==> src/rtl/shift_engine_if.sv <==
// shift_engine bus: load/start handshake and register outputs.
// Driver side is master, the shift unit is slave.
interface shift_engine_if #(
  parameter int WIDTH = 14,
  parameter int AMT_W = 4
);
  logic [WIDTH-1:0] d;
  logic             load;
  logic             start;
  logic [AMT_W-1:0] amount;
  logic [1:0]       mode;
  logic             serial_in;
  logic [WIDTH-1:0] q;
  logic             serial_out;
  logic             busy;
  logic             done;

  modport master (
    output d, load, start, amount, mode, serial_in,
    input  q, serial_out, busy, done
  );

  modport slave (
    input  d, load, start, amount, mode, serial_in,
    output q, serial_out, busy, done
  );
endinterface

==> src/rtl/shift_engine.sv <==
// Multi-bit shift unit: parallel load, then n single-bit
// shifts in LSL/LSR/ASR/ROL with start/busy/done handshake.
module shift_engine #(
  parameter int WIDTH = 14,
  parameter int AMT_W = 4
) (
  input logic           clock,
  input logic           reset_n,
  shift_engine_if.slave bus
);

  localparam logic [1:0] M_LSL = 2'b00;
  localparam logic [1:0] M_LSR = 2'b01;
  localparam logic [1:0] M_ASR = 2'b10;
  localparam logic [1:0] M_ROL = 2'b11;

  typedef enum logic [1:0] {
    S_IDLE  = 2'b00,
    S_SHIFT = 2'b01,
    S_DONE  = 2'b10
  } state_t;

  state_t           state;
  state_t           state_nx;
  logic [WIDTH-1:0] q_r;
  logic             so_r;
  logic [AMT_W-1:0] cnt;
  logic [1:0]       mode_r;
  logic [WIDTH-1:0] sh_q;
  logic             sh_out;
  logic             busy_c;
  logic             done_c;
  logic             accept;

  assign accept = bus.start && !bus.load;

  // State register
  always_ff @(posedge clock or negedge reset_n) begin
    if (!reset_n) state <= S_IDLE;
    else          state <= state_nx;
  end

  // Next-state logic
  always_comb begin
    state_nx = state;
    unique case (state)
      S_IDLE: begin
        if (accept)
          state_nx = (bus.amount != '0) ? S_SHIFT : S_DONE;
      end
      S_SHIFT: begin
        if (cnt == AMT_W'(1)) state_nx = S_DONE;
      end
      S_DONE:  state_nx = S_IDLE;
      default: state_nx = S_IDLE;
    endcase
  end

  // Handshake outputs decoded from state
  always_comb begin
    busy_c = (state == S_SHIFT);
    done_c = (state == S_DONE);
  end

  // One-bit shift result and leaving bit for the latched mode
  always_comb begin
    sh_q   = q_r;
    sh_out = 1'b0;
    unique case (1'b1)
      (mode_r == M_LSL): begin
        sh_q   = {q_r[WIDTH-2:0], bus.serial_in};
        sh_out = q_r[WIDTH-1];
      end
      (mode_r == M_LSR): begin
        sh_q   = {bus.serial_in, q_r[WIDTH-1:1]};
        sh_out = q_r[0];
      end
      (mode_r == M_ASR): begin
        sh_q   = {q_r[WIDTH-1], q_r[WIDTH-1:1]};
        sh_out = q_r[0];
      end
      (mode_r == M_ROL): begin
        sh_q   = {q_r[WIDTH-2:0], q_r[WIDTH-1]};
        sh_out = q_r[WIDTH-1];
      end
      default: ;
    endcase
  end

  // Datapath: load in IDLE, latch op on accept, shift in SHIFT
  always_ff @(posedge clock or negedge reset_n) begin
    if (!reset_n) begin
      q_r    <= '0;
      so_r   <= 1'b0;
      cnt    <= '0;
      mode_r <= M_LSL;
    end else begin
      unique case (state)
        S_IDLE: begin
          if (bus.load) begin
            q_r  <= bus.d;
            so_r <= 1'b0;
          end else if (bus.start) begin
            mode_r <= bus.mode;
            cnt    <= bus.amount;
          end
        end
        S_SHIFT: begin
          q_r  <= sh_q;
          so_r <= sh_out;
          cnt  <= cnt - AMT_W'(1);
        end
        default: ;
      endcase
    end
  end

  assign bus.q          = q_r;
  assign bus.serial_out = so_r;
  assign bus.busy       = busy_c;
  assign bus.done       = done_c;

endmodule

==> src/flat_wrapper.sv <==
// flat-port wrapper written by rule: the top's interface ports become plain ports
module shift_engine_flat 
#(
  parameter int WIDTH = 14,
  parameter int AMT_W = 4
)
  (clock, reset_n, bus_d, bus_load, bus_start, bus_amount, bus_mode, bus_serial_in, bus_q, bus_serial_out, bus_busy, bus_done);
  shift_engine_if #(.WIDTH(WIDTH), .AMT_W(AMT_W)) bus_i ();
  input logic clock;
  input logic reset_n;
  input wire logic [$bits(bus_i.d)-1:0] bus_d;
  input wire logic [$bits(bus_i.load)-1:0] bus_load;
  input wire logic [$bits(bus_i.start)-1:0] bus_start;
  input wire logic [$bits(bus_i.amount)-1:0] bus_amount;
  input wire logic [$bits(bus_i.mode)-1:0] bus_mode;
  input wire logic [$bits(bus_i.serial_in)-1:0] bus_serial_in;
  output wire logic [$bits(bus_i.q)-1:0] bus_q;
  output wire logic [$bits(bus_i.serial_out)-1:0] bus_serial_out;
  output wire logic [$bits(bus_i.busy)-1:0] bus_busy;
  output wire logic [$bits(bus_i.done)-1:0] bus_done;
  assign bus_i.d = bus_d;
  assign bus_i.load = bus_load;
  assign bus_i.start = bus_start;
  assign bus_i.amount = bus_amount;
  assign bus_i.mode = bus_mode;
  assign bus_i.serial_in = bus_serial_in;
  assign bus_q = bus_i.q;
  assign bus_serial_out = bus_i.serial_out;
  assign bus_busy = bus_i.busy;
  assign bus_done = bus_i.done;
  shift_engine #(.WIDTH(WIDTH), .AMT_W(AMT_W)) u_core (.clock(clock), .reset_n(reset_n), .bus(bus_i));
endmodule
==> config.mk <==
export PLATFORM = sky130hd
export DESIGN_NAME = shift_engine_flat
export DESIGN_NICKNAME = d
export VERILOG_FILES = /design/src/rtl/shift_engine_if.sv /design/src/rtl/shift_engine.sv /design/src/flat_wrapper.sv
export SDC_FILE = /design/constraint.sdc
export NUM_CORES = 1
export LEC_CHECK = 0
export ABC_AREA = 1
export BUFFER_PORTS_ARGS = -buffer_cell sky130_fd_sc_hd__clkbuf_2
export CAP_MARGIN = 25
export CORE_ASPECT_RATIO = 1.25
export CORE_MARGIN = 3
export CORE_UTILIZATION = 53
export DETAILED_ROUTE_END_ITERATION = 6
export PLACE_DENSITY = 0.8
export SLEW_MARGIN = 25
export SYNTH_ARGS = -nofsm -noshare
export SYNTH_HDL_FRONTEND = slang
export SYNTH_SLANG_ARGS = --single-unit
==> constraint.sdc <==
create_clock -name clock -period 2 [get_ports clock]
set_input_delay 0.2 -clock clock [delete_from_list [all_inputs] [get_ports clock]]
set_output_delay 0.2 -clock clock [all_outputs]
set_load 0.02 [all_outputs]
==> results.toml <==
[clocking]
cts_resized = 0
cts_made_buffers = 3
cts.path.max_buffers = 2
h-tree-depth = 1
clock_latency_ps = 320
cts_tree = "yes"
cts_num_sinks = 23
cts_root_buffer = "clkbuf_4"
path_clk_slew_ps = 130

[final_layout]
drive_above_1_share_pct = 18.69
fin_cells = 341
area_growth_pct = 15.64
nets = 338
diodes = 0
fillers = 315

[detailed_routing]
drc = 0
vias_per_cell = 4.836
wl_um = 3673
wl_per_cell_um = 10.77
drt-initial-drc-count = 48
routed-via-count = 1649
ant_nets = 0
drtPass1Iterations = 4

[hold_path]
min_path_type = "in2reg"

[critical_path]
slowest_delay_ps = 420
path_common_cell = "nand2_1"
cp-start-kind = "flop"
required_ps = 2230
crit_type = "reg2reg"
cp_top_family = "simple AND/OR/NAND/NOR gates"
cp.arrival_ps = 1870
path_buf_inv = 2
end_kind = "flop"
cp_cell_sequence = "inv_1, ha_1, inv_1, nand2_1, nand2_1, nand2_1, nand2_1, nand2_1, nand2_1, nand2_1"
cp_max_fo = 13
crit_path_top_delay_cell = "dfrtp_1"

[floorplan]
fp.dieW_um = 55.87
io_pins = 42
core_um2 = 2945
initial_core_util_pct = 55.95
die_y_um = 68.34
dieArea_um2 = 3818
fp-row-count = 22

[timing]
setup_viol_count_final = 0
rsz0062_at_grt = "no"
worstMarginPinSlew_ps = 594.8
finalCritPeriodShare_pct = 82.17
fmax_mhz = 608.5
worst_slack_ps = 356.6
fin_crit_ps = 1643
max_slew_margin_pct = 60.35
clock_skew_ps = 1.705
finalHoldViolations = 0
slew_violations = 0
tns_ps = 0

[grt]
grt_max_degree = 24
grt_pass1_vias = 1505
grt_usage_pct = 21.08
grt_overflow = 0
grt_first_pass_wirelength_um = 6451
antenna_found_initial = 0

[power_and_ir_drop]
vdd_drop_max_v = 0.001097
internal_power_w = 0.001522
switching_share_pct = 54.58
p_leak_nw = 1.179
switching_power_w = 0.001829
pwr-share-seq_pct = 27.9
power_density_nw_per_um2 = 1759
total_power_w = 0.003351
comb_power_share_pct = 65.2
p_clk_share_pct = 6.8

[synth]
syn-num-nets = 296
synthDistinctLibCells = 21
synth_area_per_cell_um2 = 6.242
yosysWarnings = 0
synth_seq_cells = 23
ys_seq_area_share_pct = 34.93
syn-instance-count = 264
syn_area_um2 = 1648

[place]
dpl_worst_slack_ps = 374.2
numPlacedInstances = 336
io_buffers = 41
routabilityCongestion = 0.8222
post-dp-hpwl_um = 2717

[status]
status = "finished clean"

[flow_run]
drv_cap = 0
cell usage in the layout (no fill, tap or decap), drive strengths merged:
cell,instances
clkbuf,45
dlygate4sd3,1
and3,1
nand3,11
buf,4
nor2,29
ha,7
o21ai,6
o211ai,2
xnor2,1
a21oi,3
nand4,2
dfrtp,23
inv,30
or2,1
nand2,139
state kept, by name, summed over array words and instances (netlist names):
signal and flops:
u_core.bus.q 14, u_core.cnt 4, u_core.mode_r 2, u_core.state 2
u_core.bus.serial_out 1
cells by family (layout without fill, tap and decap cells):
kind of cell | count (synthesis) | after routing | synth area share (%)
buf+inv | 39 | 80 | 10.40
simple gates | 183 | 183 | 44.95
xor+xnor | 1 | 1 | 0.5316
flops | 23 | 23 | 34.93
compound gates | 11 | 11 | 3.872
fa+ha+maj | 7 | 7 | 5.315
final timing paths:
check	from	to	slack, ps	cells after the start
setup reg to reg	u_core.mode_r[0]	u_core.bus.q[9]	360	10
hold / removal	bus_mode[1]	u_core.mode_r[1]	110	3
min in group asynchronous	reset_n	u_core.bus.q[3]	400	2
setup / recovery	u_core.mode_r[0]	u_core.bus.q[9]	360	10
hold reg to reg	u_core.bus.serial_out	u_core.bus.serial_out	510	2
max in group asynchronous	reset_n	u_core.bus.q[7]	1220	2
synth_stat cells:
library cell  instances  area (um2)
o21ai_0               4       20.02
nand2_4               1       11.26
buf_2                 5       25.02
inv_1                27       101.4
or2_2                 1       6.260
o211ai_1              2       15.01
a21oi_1               3       15.01
xnor2_1               1       8.760
dfrtp_1              23       575.6
buf_6                 1       11.26
nand4_1               2       12.51
o21ai_1               1       5.000
inv_2                 3       11.26
nand2_1             138       518.0
o21ai_2               1       8.760
ha_1                  7       87.58
nor2_4                3       33.78
and3_1                1       6.260
nand3_1              11       55.05
buf_4                 3       22.52
nor2_1               26       97.59
worst register-to-register path, stage by stage, from the launching register on:
cell	delay (ps)
dfrtp_1	420
inv_1	100
ha_1	240
inv_1	120
nand2_1	280
nand2_1	140
nand2_1	70
nand2_1	50
nand2_1	50
nand2_1	50
nand2_1	40
layout make-up:
class | count | area (um2) | share of cell area, %
multi-input cells | 202 | 900.9 | 47.28
clock buffers | 4 | 26.28 | 1.379
flip-flops and latches | 23 | 575.6 | 30.20
repair buffers | 46 | 245.2 | 12.87
well taps | 36 | 45.04 | 2.364
inverters | 30 | 112.6 | 5.909
metal layers:
layer,up-vias,GRT usage [%],wire [um]
li1,872,-,-
met1,726,26.11,1635
met2,47,38.61,1788
met5,-,0,0
met4,0,6.825,29
met3,4,2.453,219
power by group through the flow:
stage / Sequential (W) / Combinational, W / Clock, W
2_1_floorplan: 0.00106 / 0.00158 / 0
3_3_place_gp: 0.000941 / 0.00217 / 0
3_5_place_dp: 0.000945 / 0.00220 / 0
4_1_cts: 0.000935 / 0.00221 / 0.000229
5_1_grt: 0.000973 / 0.00254 / 0.000245
6_report: 0.000936 / 0.00219 / 0.000229
through the flow:
| stage | utilization (%) | instance area (um2) | hold WS (ps) |
|---|---|---|---|
| 6_report | 64.70 | 1906 | 110.2 |
| 2_1_floorplan | - | 1648 | -95.59 |
| 5_1_grt | 64.70 | 1906 | 137.0 |
| 3_3_place_gp | 63.47 | 1869 | 231.3 |
| 3_5_place_dp | 63.47 | 1869 | 238.5 |
| 4_1_cts | 64.70 | 1906 | 107.4 |
what timing repair did:
item	CTS	global route
hold buffers	1	0
setup buffers	0	0
hold endpoints to repair	23	0
(Power assumes the default switching activity.)
